## src/rtl/fetch_unit.sv

```systemverilog
// Instruction fetch: turns fetch_pc into in-order memory requests, buffers returned words
// in a small queue and hands {instr, pc, pc+4} to decode; redirects discard wrong-path work.
module fetch_unit #(
    parameter int PC_WIDTH    = 32,
    parameter int INSTR_WIDTH = 32,
    parameter int DEPTH       = 2
) (
    input  logic                   clk,
    input  logic                   reset,
    input  logic [PC_WIDTH-1:0]    fetch_pc,
    input  logic                   redirect,
    output logic                   pc_en,
    output logic                   imem_req_valid,
    input  logic                   imem_req_ready,
    output logic [PC_WIDTH-1:0]    imem_req_addr,
    input  logic                   imem_rsp_valid,
    input  logic [INSTR_WIDTH-1:0] imem_rsp_data,
    output logic                   id_valid,
    input  logic                   id_ready,
    output logic [INSTR_WIDTH-1:0] id_instr,
    output logic [PC_WIDTH-1:0]    id_pc,
    output logic [PC_WIDTH-1:0]    id_pc_plus4,
    output logic                   id_fault
);
    localparam int PW = $clog2(DEPTH);
    localparam int CW = $clog2(DEPTH + 1);
    localparam logic [CW:0] DEPTH_C = (CW + 1)'(DEPTH);

    // Handshakes: a transfer happens in any cycle where valid and ready are both high;
    // valid never depends on ready of the same channel except through the decode pop credit.
    logic                   run;
    logic [PC_WIDTH-1:0]    tag_mem [DEPTH];
    logic [PW-1:0]          tag_wptr, tag_rptr;
    logic [INSTR_WIDTH-1:0] q_instr [DEPTH];
    logic [PC_WIDTH-1:0]    q_pc    [DEPTH];
    logic [DEPTH-1:0]       q_fault;
    logic [PW-1:0]          q_head, q_tail;
    logic [CW-1:0]          q_count, outstanding, drop_cnt;

    logic          aligned, q_pop, credit, issue, insert, rsp_drop, rsp_keep, q_push;
    logic [CW:0]   in_use;

    assign aligned  = (fetch_pc[1:0] == 2'b00);
    assign id_valid = (q_count != '0) & ~redirect;
    assign q_pop    = id_valid & id_ready;

    // A slot freed by this cycle's decode pop counts as credit, which keeps a
    // one-cycle-latency memory streaming at one fetch per cycle.
    assign in_use = {1'b0, outstanding} + {1'b0, q_count} - (CW + 1)'(q_pop);
    assign credit = (in_use < DEPTH_C);

    assign imem_req_valid = run & credit & aligned & ~redirect;
    assign imem_req_addr  = fetch_pc;
    assign issue          = imem_req_valid & imem_req_ready;
    assign insert         = run & ~aligned & ~redirect & (outstanding == '0) &
                            ({1'b0, q_count} < DEPTH_C);
    assign pc_en          = issue | insert | (redirect & run);

    assign rsp_drop = imem_rsp_valid & (drop_cnt != '0);
    assign rsp_keep = imem_rsp_valid & (drop_cnt == '0) & ~redirect;
    assign q_push   = rsp_keep | insert;

    assign id_instr    = q_instr[q_head];
    assign id_pc       = q_pc[q_head];
    assign id_pc_plus4 = q_pc[q_head] + PC_WIDTH'(4);
    assign id_fault    = q_fault[q_head];

    always_ff @(posedge clk or posedge reset) begin
        if (reset) begin
            run         <= 1'b0;
            tag_wptr    <= '0;
            tag_rptr    <= '0;
            q_head      <= '0;
            q_tail      <= '0;
            q_count     <= '0;
            outstanding <= '0;
            drop_cnt    <= '0;
            q_fault     <= '0;
            for (int i = 0; i < DEPTH; i++) begin
                tag_mem[i] <= '0;
                q_instr[i] <= '0;
                q_pc[i]    <= '0;
            end
        end else begin
            run <= 1'b1;
            if (redirect) begin
                // Everything still in flight belongs to the wrong path.
                tag_wptr    <= '0;
                tag_rptr    <= '0;
                q_head      <= '0;
                q_tail      <= '0;
                q_count     <= '0;
                outstanding <= outstanding - CW'(imem_rsp_valid);
                drop_cnt    <= outstanding - CW'(imem_rsp_valid);
            end else begin
                if (issue) begin
                    tag_mem[tag_wptr] <= fetch_pc;
                    tag_wptr          <= tag_wptr + 1'b1;
                end
                if (rsp_keep) tag_rptr <= tag_rptr + 1'b1;
                if (rsp_drop) drop_cnt <= drop_cnt - 1'b1;
                outstanding <= outstanding + CW'(issue) - CW'(imem_rsp_valid);
                if (q_push) begin
                    q_instr[q_tail] <= rsp_keep ? imem_rsp_data : '0;
                    q_pc[q_tail]    <= rsp_keep ? tag_mem[tag_rptr] : fetch_pc;
                    q_fault[q_tail] <= ~rsp_keep;
                    q_tail          <= q_tail + 1'b1;
                end
                if (q_pop) q_head <= q_head + 1'b1;
                q_count <= q_count + CW'(q_push) - CW'(q_pop);
            end
        end
    end
endmodule
```

## config.mk

```make
export PLATFORM = sky130hd
export DESIGN_NAME = fetch_unit
export DESIGN_NICKNAME = d
export VERILOG_FILES = /design/src/rtl/fetch_unit.sv
export SDC_FILE = /design/constraint.sdc
export NUM_CORES = 1
export LEC_CHECK = 0
export ABC_AREA = 1
export CAP_MARGIN = 40
export CELL_PAD_IN_SITES_DETAIL_PLACEMENT = 1
export CELL_PAD_IN_SITES_GLOBAL_PLACEMENT = 1
export CORE_UTILIZATION = 35
export DETAILED_ROUTE_END_ITERATION = 6
export GPL_ROUTABILITY_DRIVEN = 1
export PLACE_DENSITY = 0.8
export SYNTH_ARGS = -nofsm -noshare
export SYNTH_HDL_FRONTEND = slang
export SYNTH_SLANG_ARGS = --single-unit
export TNS_END_PERCENT = 30
```

## constraint.sdc

```tcl
create_clock -name clk -period 6.8 [get_ports clk]
set_input_delay 1.02 -clock clk [delete_from_list [all_inputs] [get_ports clk]]
set_output_delay 1.02 -clock clk [all_outputs]
set_load 0.03 [all_outputs]
```

; ---- After elaboration in Yosys (flattened, before gate mapping)
; Index checks and enable logic that the tools add are counted.
[word_totals]
reg_bits = 205
latch_bits = 0
mem_bits_rw = 0
romBits = 0
inputBits = 70
elab_cells = 113
mem_count = 0
[op_classes]
add_sub_neg = 13
mul = 0
div = 0
n_lt_le_gt_ge = 11
eq_ne = 0
n_shift = 0
muxes = 35
bitwise_logic = 24
n_reduce_logical = 15
[op_table]
columns = operator, count
row1 = $mux W32, 13
row2 = $bwmux W64, 3
row3 = $demux W32 S1, 2
row4 = $add A32 B3 Y32 const B, 1
row5 = $and A1 B1 Y1, 14
row6 = $reduce_bool A2 Y1, 7
row7 = $mux W1, 11
row8 = $ge A2 B2 Y1 const B, 4
row9 = $mux W2, 4
row10 = $not A1 Y2, 4
row11 = $logic_not A2 Y1, 3
row12 = $sub A2 B1 Y2, 3
row13 = $add A1 B1 Y1 const B, 4
row14 = $add A2 B1 Y2, 2
row15 = $lt A1 B2 Y1 const B, 2
row16 = $lt A2 B1 Y1 const B, 2
row17 = $reduce_and A2 Y1, 2
row18 = $add A2 B2 Y3, 1
row19 = $logic_and A1 B1 Y1, 3
row20 = $lt A3 B2 Y1 const B, 1
row21 = $not A1 Y1, 3
row22 = $or A1 B1 Y1, 3
row23 = $sub A3 B1 Y3, 1
row24 = $bwmux W2, 1
row25 = 4 further kinds, 4

; ---- Longest topological paths before layout
; Gate-level depths: netlist of the first run.
[logic_depth]
word_depth = 12
mapped_depth = 17
ltp_nobuf = 17

; ---- Worst setup path before layout of the first run
; Ideal clock, no wire load.
[synth_timing]
path_type = in2out
start = input port redirect
end = output port pc_en
arrival_ns = 3.895
setup_slack_ns = 1.885
stages = 11
n_path_buf = 1
cell_sequence = buf_6 > a21oi_1 > nand2_1 > inv_1 > ha_1 > or2_2 > fa_1 > nand3_2 > nor3_4 > nand2_4 > nand2_1
[synth_between]
elab_chain_cells = 11
elab_cells_between_ends = 15
[synth_lines]
columns = element, line
row1 = "start, declared", 11  ; input logic redirect,
row2 = $not A1 Y1 (no line), n/a
row3 = $and A1 B1 Y1, 44  ; assign id_valid = (q_count != '0) & ~redirect;
row4 = net id_valid, 18  ; output logic id_valid,
row5 = $and A1 B1 Y1, 45  ; assign q_pop = id_valid & id_ready;
row6 = $sub A3 B1 Y3, 49  ; assign in_use = {1'b0, outstanding} + {1'b0, q_count} - (CW + 1)'(q_pop);
row7 = $lt A3 B2 Y1, 50  ; assign credit = (in_use < DEPTH_C);
row8 = $and A1 B1 Y1 (3 in series), 52  ; assign imem_req_valid = run & credit & aligned & ~redirect;
row9 = net imem_req_valid, 13  ; output logic imem_req_valid,
row10 = $and A1 B1 Y1, 54  ; assign issue = imem_req_valid & imem_req_ready;
row11 = $or A1 B1 Y1 (2 in series), 57  ; assign pc_en = issue | insert | (redirect & run);
row12 = "end, declared", 12  ; output logic pc_en,
; The timed path passes the listed nets, and every way through them passes these cells.

; ---- Worst setup path in the final report of the first run
[layout_timing]
start = input port redirect
end = output port pc_en
[layout_between]
elab_chain_cells = 11
elab_cells_between_ends = 15
[layout_lines]
columns = element, line
row1 = $not A1 Y1 (no line), n/a
row2 = $and A1 B1 Y1, 44
row3 = $and A1 B1 Y1, 45
row4 = $sub A3 B1 Y3, 49
row5 = $lt A3 B2 Y1, 50
row6 = $and A1 B1 Y1 (3 in series), 52
row7 = $and A1 B1 Y1, 54
row8 = $or A1 B1 Y1, 57
row9 = $or A1 B1 Y1 *, 57
; Every way passes the cells marked *; elsewhere a longest branch is shown, timed or not.

==> impl_results.md, run 1 <==
- Setup violations, final: 0
- Wirelength per Cell: 16.6 um
- Total grt overflow: 0
- Die Ht: 179 um
- Vias in the first global route: 10425
- Clock transition at the registers of the reported paths: 50 ps
- Slew margin rel.: 42.1%
- Share of layout cells above drive strength 1: 6.38%
- Worst-Skew Late Latency: 510 ps
- Worst vdd ir: 0.000175 V
- CTS Buffer Depth: 3
- # rows: 64
- I/O Pins: 202
- Synth Area in Adders: 1.21%
- H-tree depth: 1
- Synthesis Warnings: 0
- CP max stage delay: 660 ps
- Top FF cell, synth: dfrtp_1
- CTS root buffer: clkbuf_16
- RePlAce Congestion: 0.849
- Setup CP Type: in -> out
- Gate Count Post-Synth: 1492
- Fin nets: 1694
- Fmax: 181 MHz
- Mapped Area: 11000 sq um
- Global-route wire length before repair: 54800 um
- Worst Path Buf+Inv: 3
- Met3 GRT Util: 2.42%
- Compound-gate portion of the synthesized area: 2.68%
- Crit Path Max Fanout: 9
- GRT Util Overall: 21.5%
- Crit start category: primary input
- Dominant cells by area after synthesis: dfrtp_1 47%, nand2_1 26%, nand3_1 6.5%
- Vias/cell: 4.93
- Die area: 32100 sq um
- Synth unique cells: 34
- Syn_area_per_cell: 7.36 sq um
- Most common cell in the netlist: nand2_1
- Syn_nets: 1572
- Crit-path slowest cell: clkdlybuf4s50_1
- Drt pass-1 iters: 7
- Setup Fix Bufs, Post-CTS: 0
- Min-delay worst type: reg -> reg
- Final hold vios: 0
- Gr busiest metal: met2
- Design Area, Final: 13600 sq um
- IO buf count: 201
- Final worst-path cycle share: 81.2%
- Initial antenna violation count: 0
- Worst Clk Skew: 6.50 ps
- Post-synthesis mux area share: 0%
- Number of flops mapped to enable cells by yosys: 0
- Largest net degree at the start of global routing: 106
- DRC: 28
- Status: complete, but fails checks
- Cell area power density: 457 nW/um^2
- Largest family of logic cells by synthesized area: simple AND/OR/NAND/NOR gates
- Register bit total from synthesis: 205
- Total Neg Setup Slack: 0 ps
- Area Growth Syn to Fin: 24.4%
- Failing checks: design-rule violations
- Pleak: 6.90 nW
- Placeable core area: 30700 sq um
- Post-Synth XOR/XNOR Area: 1.52%
- Drt total wl: 33700 um
- GR Layer Usage met1: 29.7%
- Die width: 179 um
- Area leader, netlist: dfrtp_1
- Seq/Total Area, Yosys: 46.7%
- CTS Buf Count: 24
- Placed cell areas: 12900 sq um
- Cts hold-fix bufs: 0
- Routed Antenna Nets: 0
- Hpwl dp: 22000 um
- Final min period: 5520 ps
- CP Cell Sequence: clkdlybuf4s50_1 -> a21oi_1 -> nand2_1 -> inv_1 -> ha_1 -> or2_2 -> fa_1 -> nand3_2 -> nor3_4 -> nand2_4 -> nand2_1 -> clkdlybuf4s50_1
- CP delay by family, top: buffers and inverters
- Top cells by count, synth: 774 x nand2_1, 205 x dfrtp_1, 143 x nand3_1, 74 x nor2_1, 49 x buf_4
- Critical path endpoint category: primary output
- Async set or reset register ratio after synthesis: 100%
- Max cap viols: 0
- Post-synth top area share: 46.7%
- Cts repair resizes: 0
- RSZ-0062 raised after global routing: false
- Clock Sinks: 205
- Via Count: 9984
- Fin Hold WS: 469 ps
- Iteration-0 DRC Markers: 702
- Slew @ Worst Pin: 869 ps
- Required time of the critical path: 5780 ps
- Post-synthesis simple-gate area fraction: 38.9%
- Worst Path Arrival: 4500 ps
- # diodes: 0
- Starting Density: 35.7%
- CTS tree: built
- GR Layer Usage met2: 36.3%
- Max Slew Vio Count: 0
-- flip-flops by register name (all words and copies together) (netlist names) --
register and count:
tag_mem 64, tag_rptr 1, q_count 2, q_head 1, run 1, q_tail 1
q_fault 2, q_instr 64, outstanding 2, q_pc 64, tag_wptr 1, drop_cnt 2
-- final cells by class --
| cell class | count | area, sq um |
|---|---|---|
| Tap cell | 396 | 495 |
| Fill cell | 3805 | 17100 |
| Clock buffer | 38 | 744 |
| Multi-Input combinational cell | 1117 | 4890 |
| Timing Repair Buffer | 213 | 2120 |
| Inverter | 53 | 216 |
| Sequential cell | 205 | 5130 |
| Clock inverter | 5 | 50.0 |
-- power by group --
part	internal [W]	switching (W)	total, W
Combinational	0.00106	0.00202	0.00308
Clock	0.000784	0.000503	0.00129
Sequential	0.00164	0.000235	0.00187
-- per-layer routing --
metal	vias up	wire length (um)
li1	4842	-
met1	4913	15800
met2	198	16100
met3	31	1440
met4	0	422
met5	-	0
-- per-stage QoR --
step                util, %  total power (W)  setup WS, ps  std cells
floorplan                 -          0.00381           184       1492
global placement       41.7          0.00489          1450       1983
detailed placement     41.8          0.00499          1250       1984
CTS                    44.4          0.00630          1240       2027
global route           44.4          0.00666          1080       2027
finish                 44.4          0.00624          1280       2027
-- worst register-to-register path, cell delays in order, from the launching register on --
cell     delay [ps]
dfrtp_1         360
inv_1            80
a21oi_1         230
nand2_1         120
inv_1           100
ha_1            220
or2_2           320
fa_1            570
nand3_2         100
nor3_4          250
nand2_4         110
nor2_4          630
inv_2           510
nand2_1         180
nand2_1          60
-- final timing paths --
check	cells past startpoint	slack (ps)	to	start
worst min register to register	2	470	q_instr[33]	q_instr[33]
worst max register to register	14	2850	tag_mem[34]	q_count[1]
worst min-delay path	2	470	q_instr[33]	q_instr[33]
min in group asynchronous	2	1050	tag_mem[57]	reset
worst max-delay path	12	1280	pc_en	redirect
max in group asynchronous	3	4380	q_head	reset
-- cell families (layout without fill, tap and decap cells) --
group | count (synthesis) | count (layout)
adders and majority gates | 10 | 10
buffers and inverters | 170 | 309
and+or+nand+nor | 1037 | 1037
AOI/OAI and AO/OA | 50 | 50
other | 1 | 1
xor gates and xnor gates | 19 | 19
DFF | 205 | 205
-- placed cells by master, fill, tap and decap left out, types with 8 or more instances in the layout --
cell | synthesis | final
nand2_1 | 774 | 772
dfrtp_1 | 205 | 204
clkdlybuf4s50_1 | 0 | 201
nand3_1 | 143 | 143
nor2_1 | 74 | 74
inv_1 | 42 | 40
a31oi_1 | 32 | 32
clkbuf_16 | 0 | 25
nand2_2 | 15 | 15
xor2_1 | 12 | 12
buf_4 | 49 | 11
o21ai_0 | 9 | 9
ha_1 | 9 | 9
nor2_4 | 7 | 8
inv_2 | 7 | 8
Power figures use the tool's default switching activity.
==> run 2: changes to the inputs <==
==> constraint.sdc (replaced) <==
create_clock -name clk -period 4.7 [get_ports clk]
set_input_delay 0.705 -clock clk [delete_from_list [all_inputs] [get_ports clk]]
set_output_delay 0.705 -clock clk [all_outputs]
set_load 0.03 [all_outputs]
==> impl_results.md, run 2 (synthesis gave the netlist of run 1 again) <==
- Crit Path Max Fanout: 23
- RSZ-0062 raised after global routing: false
- Largest net degree at the start of global routing: 73
- Total Neg Setup Slack: 0 ps
- Biggest regs: q_instr x64, q_pc x64, tag_mem x64
- Routed Antenna Nets: 0
- Fin nets: 1704
- Final min period: 4370 ps
- GRT Util Overall: 21.6%
- Clock Sinks: 205
- # rows: 64
- Vias/cell: 4.96
- Die Ht: 179 um
- Clock transition at the registers of the reported paths: 60 ps
- Setup WS pre-CTS: 456 ps
- Cts repair resizes: 0
- Starting Density: 35.7%
- Hpwl dp: 23200 um
- IO buf count: 201
- Drt pass-1 iters: 7
- Final worst-path cycle share: 93.0%
- Register area: 5130 sq um
- Setup CP Type: reg -> out
- Fmax: 229 MHz
- Final worst setup slack: 329 ps
- Slew @ Worst Pin: 811 ps
- Critical path endpoint category: primary output
- Die width: 179 um
- Status: complete, but fails checks
- Area Growth Syn to Fin: 24.9%
- Max Slew Vio Count: 0
- DRC: 28
- Required time of the critical path: 3990 ps
- Die area: 32100 sq um
- Crit start category: register
- Max cap viols: 0
- Setup Fix Bufs, Post-CTS: 0
- Worst Path Arrival: 3670 ps
- Via Count: 10107
- Placeable core area: 30700 sq um
- Final-layout fill cell count: 3834
- CTS Buffer Depth: 3
- Most frequent cells in the layout: 772 x nand2_1, 204 x dfrtp_1, 199 x clkdlybuf4s50_1, 143 x nand3_1, 74 x nor2_1
- CTS tree: built
- Failing checks: design-rule violations
- Drt total wl: 34000 um
- H-tree depth: 1
- Vias in the first global route: 10525
- Total grt overflow: 0
- RePlAce Congestion: 0.847
- Global-route wire length before repair: 55000 um
- I/O Pins: 202
- Worst-Skew Late Latency: 510 ps
- Multi-input logic area: 4880 sq um
- Share of layout cells above drive strength 1: 6.89%
- Cell area power density: 656 nW/um^2
- Worst vdd ir: 0.000256 V
- Most common cell after layout, fill and taps aside: nand2_1
- CTS Buf Count: 24
- Pleak: 6.91 nW
- Slew margin rel.: 46.0%
- Worst Clk Skew: 16.3 ps
- Initial antenna violation count: 0
- Min-delay worst type: reg -> reg
- Wirelength per Cell: 16.7 um
- Iteration-0 DRC Markers: 579
- Cts hold-fix bufs: 0
- CTS root buffer: clkbuf_16
- Setup violations, final: 0
- Final hold vios: 0
- # diodes: 0
==> run 2: cell types whose count changed in the layout (fill, tap and decap cells not counted) <==
cell	change
buf_12	+3
buf_4	+9
clkbuf_1	+2
clkbuf_8	-4
clkdlybuf4s50_1	-2
clkinv_2	-1
clkinvlp_4	+3
inv_8	-1
nand2_2	+2
nand2_4	-2
==> run 2: layer usage <==
layer  vias up  global-route usage [%]  wire length (um)  share of wire (%)
met2       215                    36.5             16300                 48
li1       4861                       -                 -                  -
met4         0                    5.37               652                1.9
met1      4987                    29.4             15700                 46
met5         -                       0                 0                  0
met3        44                    2.21              1310                3.9
==> run 2: area by class of cell <==
| cell class | count | share of cell area [%] |
|---|---|---|
| Sequential cell | 205 | 37.4 |
| Multi-Input combinational cell | 1117 | 35.6 |
| Clock buffer | 36 | 5.08 |
| Tap cell | 396 | 3.62 |
| Timing Repair Buffer | 223 | 16.3 |
| Clock inverter | 6 | 0.438 |
| Inverter | 53 | 1.55 |
==> run 2: critical path, cell delays in order, from the launching register on <==
cell	delay, ps
dfrtp_2	750
o21ai_1	370
inv_1	170
ha_1	230
nand3_1	200
nor2_1	370
nand3_1	170
xnor2_1	180
clkdlybuf4s50_1	700
==> run 2: power breakdown <==
part	leakage [nW]	internal (W)	total, W	switching (W)
Combinational	3.86	0.00155	0.00445	0.00290
Clock	0.365	0.00107	0.00180	0.000722
Sequential	2.69	0.00237	0.00274	0.000373
==> run 2: path summary, 6_finish.rpt <==
| check | from | endpoint | slack, ps | cells after the start |
|---|---|---|---|---|
| max | q_head | id_pc_plus4[16] | 330 | 8 |
| min | q_pc[31] | q_pc[31] | 460 | 2 |
| max reg2reg | q_count[1] | tag_mem[21] | 1180 | 14 |
| min reg2reg | q_pc[31] | q_pc[31] | 460 | 2 |
| max in group asynchronous | reset | tag_mem[29] | 3280 | 3 |
| min in group asynchronous | reset | q_pc[57] | 600 | 2 |
==> run 2: stage by stage <==
stage | power [W] | cell area [sq um] | hold slack [ps] | util, % | cells
after floorplan | 0.00552 | 11000 | 434 | - | 1492
after CTS | 0.00907 | 13700 | 464 | 44.6 | 2036
final | 0.00899 | 13700 | 463 | 44.6 | 2036
after detailed placement | 0.00723 | 12900 | 451 | 42.1 | 1994
after global placement | 0.00709 | 12900 | 450 | 42.0 | 1993
after global routing | 0.00959 | 13700 | 487 | 44.6 | 2036
==> run 3: changes to the inputs <==
--- a/config.mk
+++ b/config.mk
@@ -9,10 +9,12 @@
 export CAP_MARGIN = 40
 export CELL_PAD_IN_SITES_DETAIL_PLACEMENT = 1
 export CELL_PAD_IN_SITES_GLOBAL_PLACEMENT = 1
-export CORE_UTILIZATION = 35
+export CORE_MARGIN = 2
+export CORE_UTILIZATION = 38
 export DETAILED_ROUTE_END_ITERATION = 6
 export GPL_ROUTABILITY_DRIVEN = 1
-export PLACE_DENSITY = 0.8
+export GPL_TIMING_DRIVEN = 0
+export PLACE_DENSITY = 0.82
 export SYNTH_ARGS = -nofsm -noshare
 export SYNTH_HDL_FRONTEND = slang
 export SYNTH_SLANG_ARGS = --single-unit
==> constraint.sdc (replaced) <==
create_clock -name clk -period 5.4 [get_ports clk]
set_input_delay 0.81 -clock clk [delete_from_list [all_inputs] [get_ports clk]]
set_output_delay 0.81 -clock clk [all_outputs]
set_load 0.03 [all_outputs]
==> impl_results.md, run 3 (synthesis gave the netlist of run 1 again) <==
- Status: complete, no violations
- Setup WS pre-CTS: 763 ps
- Drt pass-1 iters: 5
- Clock Sinks: 205
- Post-route insts no fill: 2124
- CTS Buf Count: 25
- GRT Util Overall: 24.1%
- Hpwl dp: 27000 um
- Vias in the first global route: 11334
- Total grt overflow: 0
- Largest net degree at the start of global routing: 37
- Drt total wl: 36500 um
- Placed cell areas: 13600 sq um
- IO buf count: 200
- GR Layer Usage met2: 42.3%
- Slew margin rel.: 58.9%
- Share of layout cells above drive strength 1: 9.95%
- Cts hold-fix bufs: 0
- Most frequent cells in the layout: 774 x nand2_1, 205 x dfrtp_1, 200 x clkdlybuf4s50_1, 143 x nand3_1, 74 x nor2_1
- Setup CP Type: in -> out
- RSZ-0062 raised after global routing: false
- Cell area power density: 555 nW/um^2
- Total Neg Setup Slack: 0 ps
- Routed Antenna Nets: 0
- Slew @ Worst Pin: 612 ps
- Final min period: 4650 ps
- Max Slew Vio Count: 0
- Starting Density: 38.4%
- Iteration-0 DRC Markers: 671
- Most common cell after layout, fill and taps aside: nand2_1
- # rows: 62
- Crit Path Max Fanout: 5
- Via Count: 10665
- Setup violations, final: 0
- Biggest regs: q_instr x64, q_pc x64, tag_mem x64
- H-tree depth: 1
- CTS root buffer: clkbuf_16
- Worst Clk Skew: 12.0 ps
- Final hold vios: 0
- Final worst-path cycle share: 86.0%
- Vias/cell: 5.02
- Die area: 30300 sq um
- Area Growth Syn to Fin: 30.6%
- GR Layer Usage met1: 31.5%
- Worst vdd ir: 0.000196 V
- Fin Hold WS: 468 ps
- Critical path endpoint category: primary output
- RePlAce Congestion: 0.823
- Worst-Skew Late Latency: 520 ps
- Max cap viols: 0
- Cells after DPL: 2082
- Min-delay worst type: reg -> reg
- Worst Path Arrival: 3840 ps
- Fmax: 215 MHz
- DRC: 0
- Cts repair resizes: 0
- Gr busiest metal: met2
- Global-route wire length before repair: 59200 um
- Die Ht: 174 um
- Met3 GRT Util: 2.60%
- Crit start category: primary input
- CP max stage delay: 660 ps
- Wirelength per Cell: 17.2 um
- Crit-path slowest cell: clkdlybuf4s50_1
- Clock transition at the registers of the reported paths: 60 ps
- Design Area, Final: 14300 sq um
- Fin nets: 1805
- CTS Buffer Depth: 3
- CP Cell Sequence: clkdlybuf4s50_1 -> nand2_1 -> inv_1 -> ha_1 -> or2_2 -> fa_1 -> nand3_2 -> nor3_4 -> nand2_4 -> nand2_1 -> clkdlybuf4s50_1
- I/O Pins: 202
- Pleak: 7.29 nW
- CTS tree: built
- Final worst setup slack: 754 ps
- Required time of the critical path: 4590 ps
- Placeable core area: 28500 sq um
- Die width: 174 um
- Setup Fix Bufs, Post-CTS: 0
- Initial antenna violation count: 1
-- run 3: changes by cell type in the layout (fill, tap and decap cells not counted), moves of 2 or more --
| cell | previous run | this run |
|---|---|---|
| clkbuf_1 | 8 | 38 |
| buf_4 | 20 | 49 |
| buf_2 | 0 | 19 |
| buf_6 | 0 | 16 |
| buf_1 | 0 | 4 |
| buf_12 | 3 | 6 |
| clkbuf_8 | 3 | 6 |
| clkinv_2 | 3 | 0 |
| nand2_1 | 772 | 774 |
| nand2_2 | 17 | 15 |
-- run 3: worst paths after layout --
| path | startpoint | to | slack (ps) | cells past startpoint |
|---|---|---|---|---|
| worst max-delay path | id_ready | pc_en | 750 | 11 |
| max in group asynchronous | reset | q_instr[2] | 3800 | 5 |
| min in group asynchronous | reset | q_pc[22] | 630 | 2 |
| worst min-delay path | q_pc[31] | q_pc[31] | 470 | 2 |
| worst min register to register | q_pc[31] | q_pc[31] | 470 | 2 |
| worst max register to register | q_count[1] | outstanding[1] | 1860 | 16 |
-- run 3: area by class of cell --
type / instances / area, sq um
diodes: 1 / 2.50
plain buffers: 117 / 767
well taps: 384 / 480
clock buffers: 40 / 742
inverters: 53 / 213
multi-input cells: 1117 / 4870
repair buffers: 206 / 2120
flip-flops and latches: 205 / 5130
clock inverters: 1 / 7.51
fillers: 3607 / 14200
-- run 3: metrics by stage --
| stage | util (%) | power, W |
|---|---|---|
| CTS | 50.2 | 0.00802 |
| floorplan | - | 0.00480 |
| global route | 50.2 | 0.00845 |
| global placement | 47.2 | 0.00627 |
| detailed placement | 47.6 | 0.00643 |
| finish | 50.2 | 0.00796 |
-- run 3: critical path: cells and delay by family --
| family | cells | cell delay [ps] |
|---|---|---|
| adders and majority gates | 2 | 770 |
| buffers and inverters | 3 | 1250 |
| and+or+nand+nor | 6 | 990 |
-- run 3: metal layers --
layer  up-vias  wire, um
met2       274     17900
li1       5060         -
met3        71      1650
met5         -         0
met1      5260     16100
met4         0       879
-- run 3: power by group --
group	leakage (nW)	switching, W	internal, W
Clock	0.362	0.000626	0.000927
Sequential	2.69	0.000293	0.00206
Combinational	4.24	0.00262	0.00143
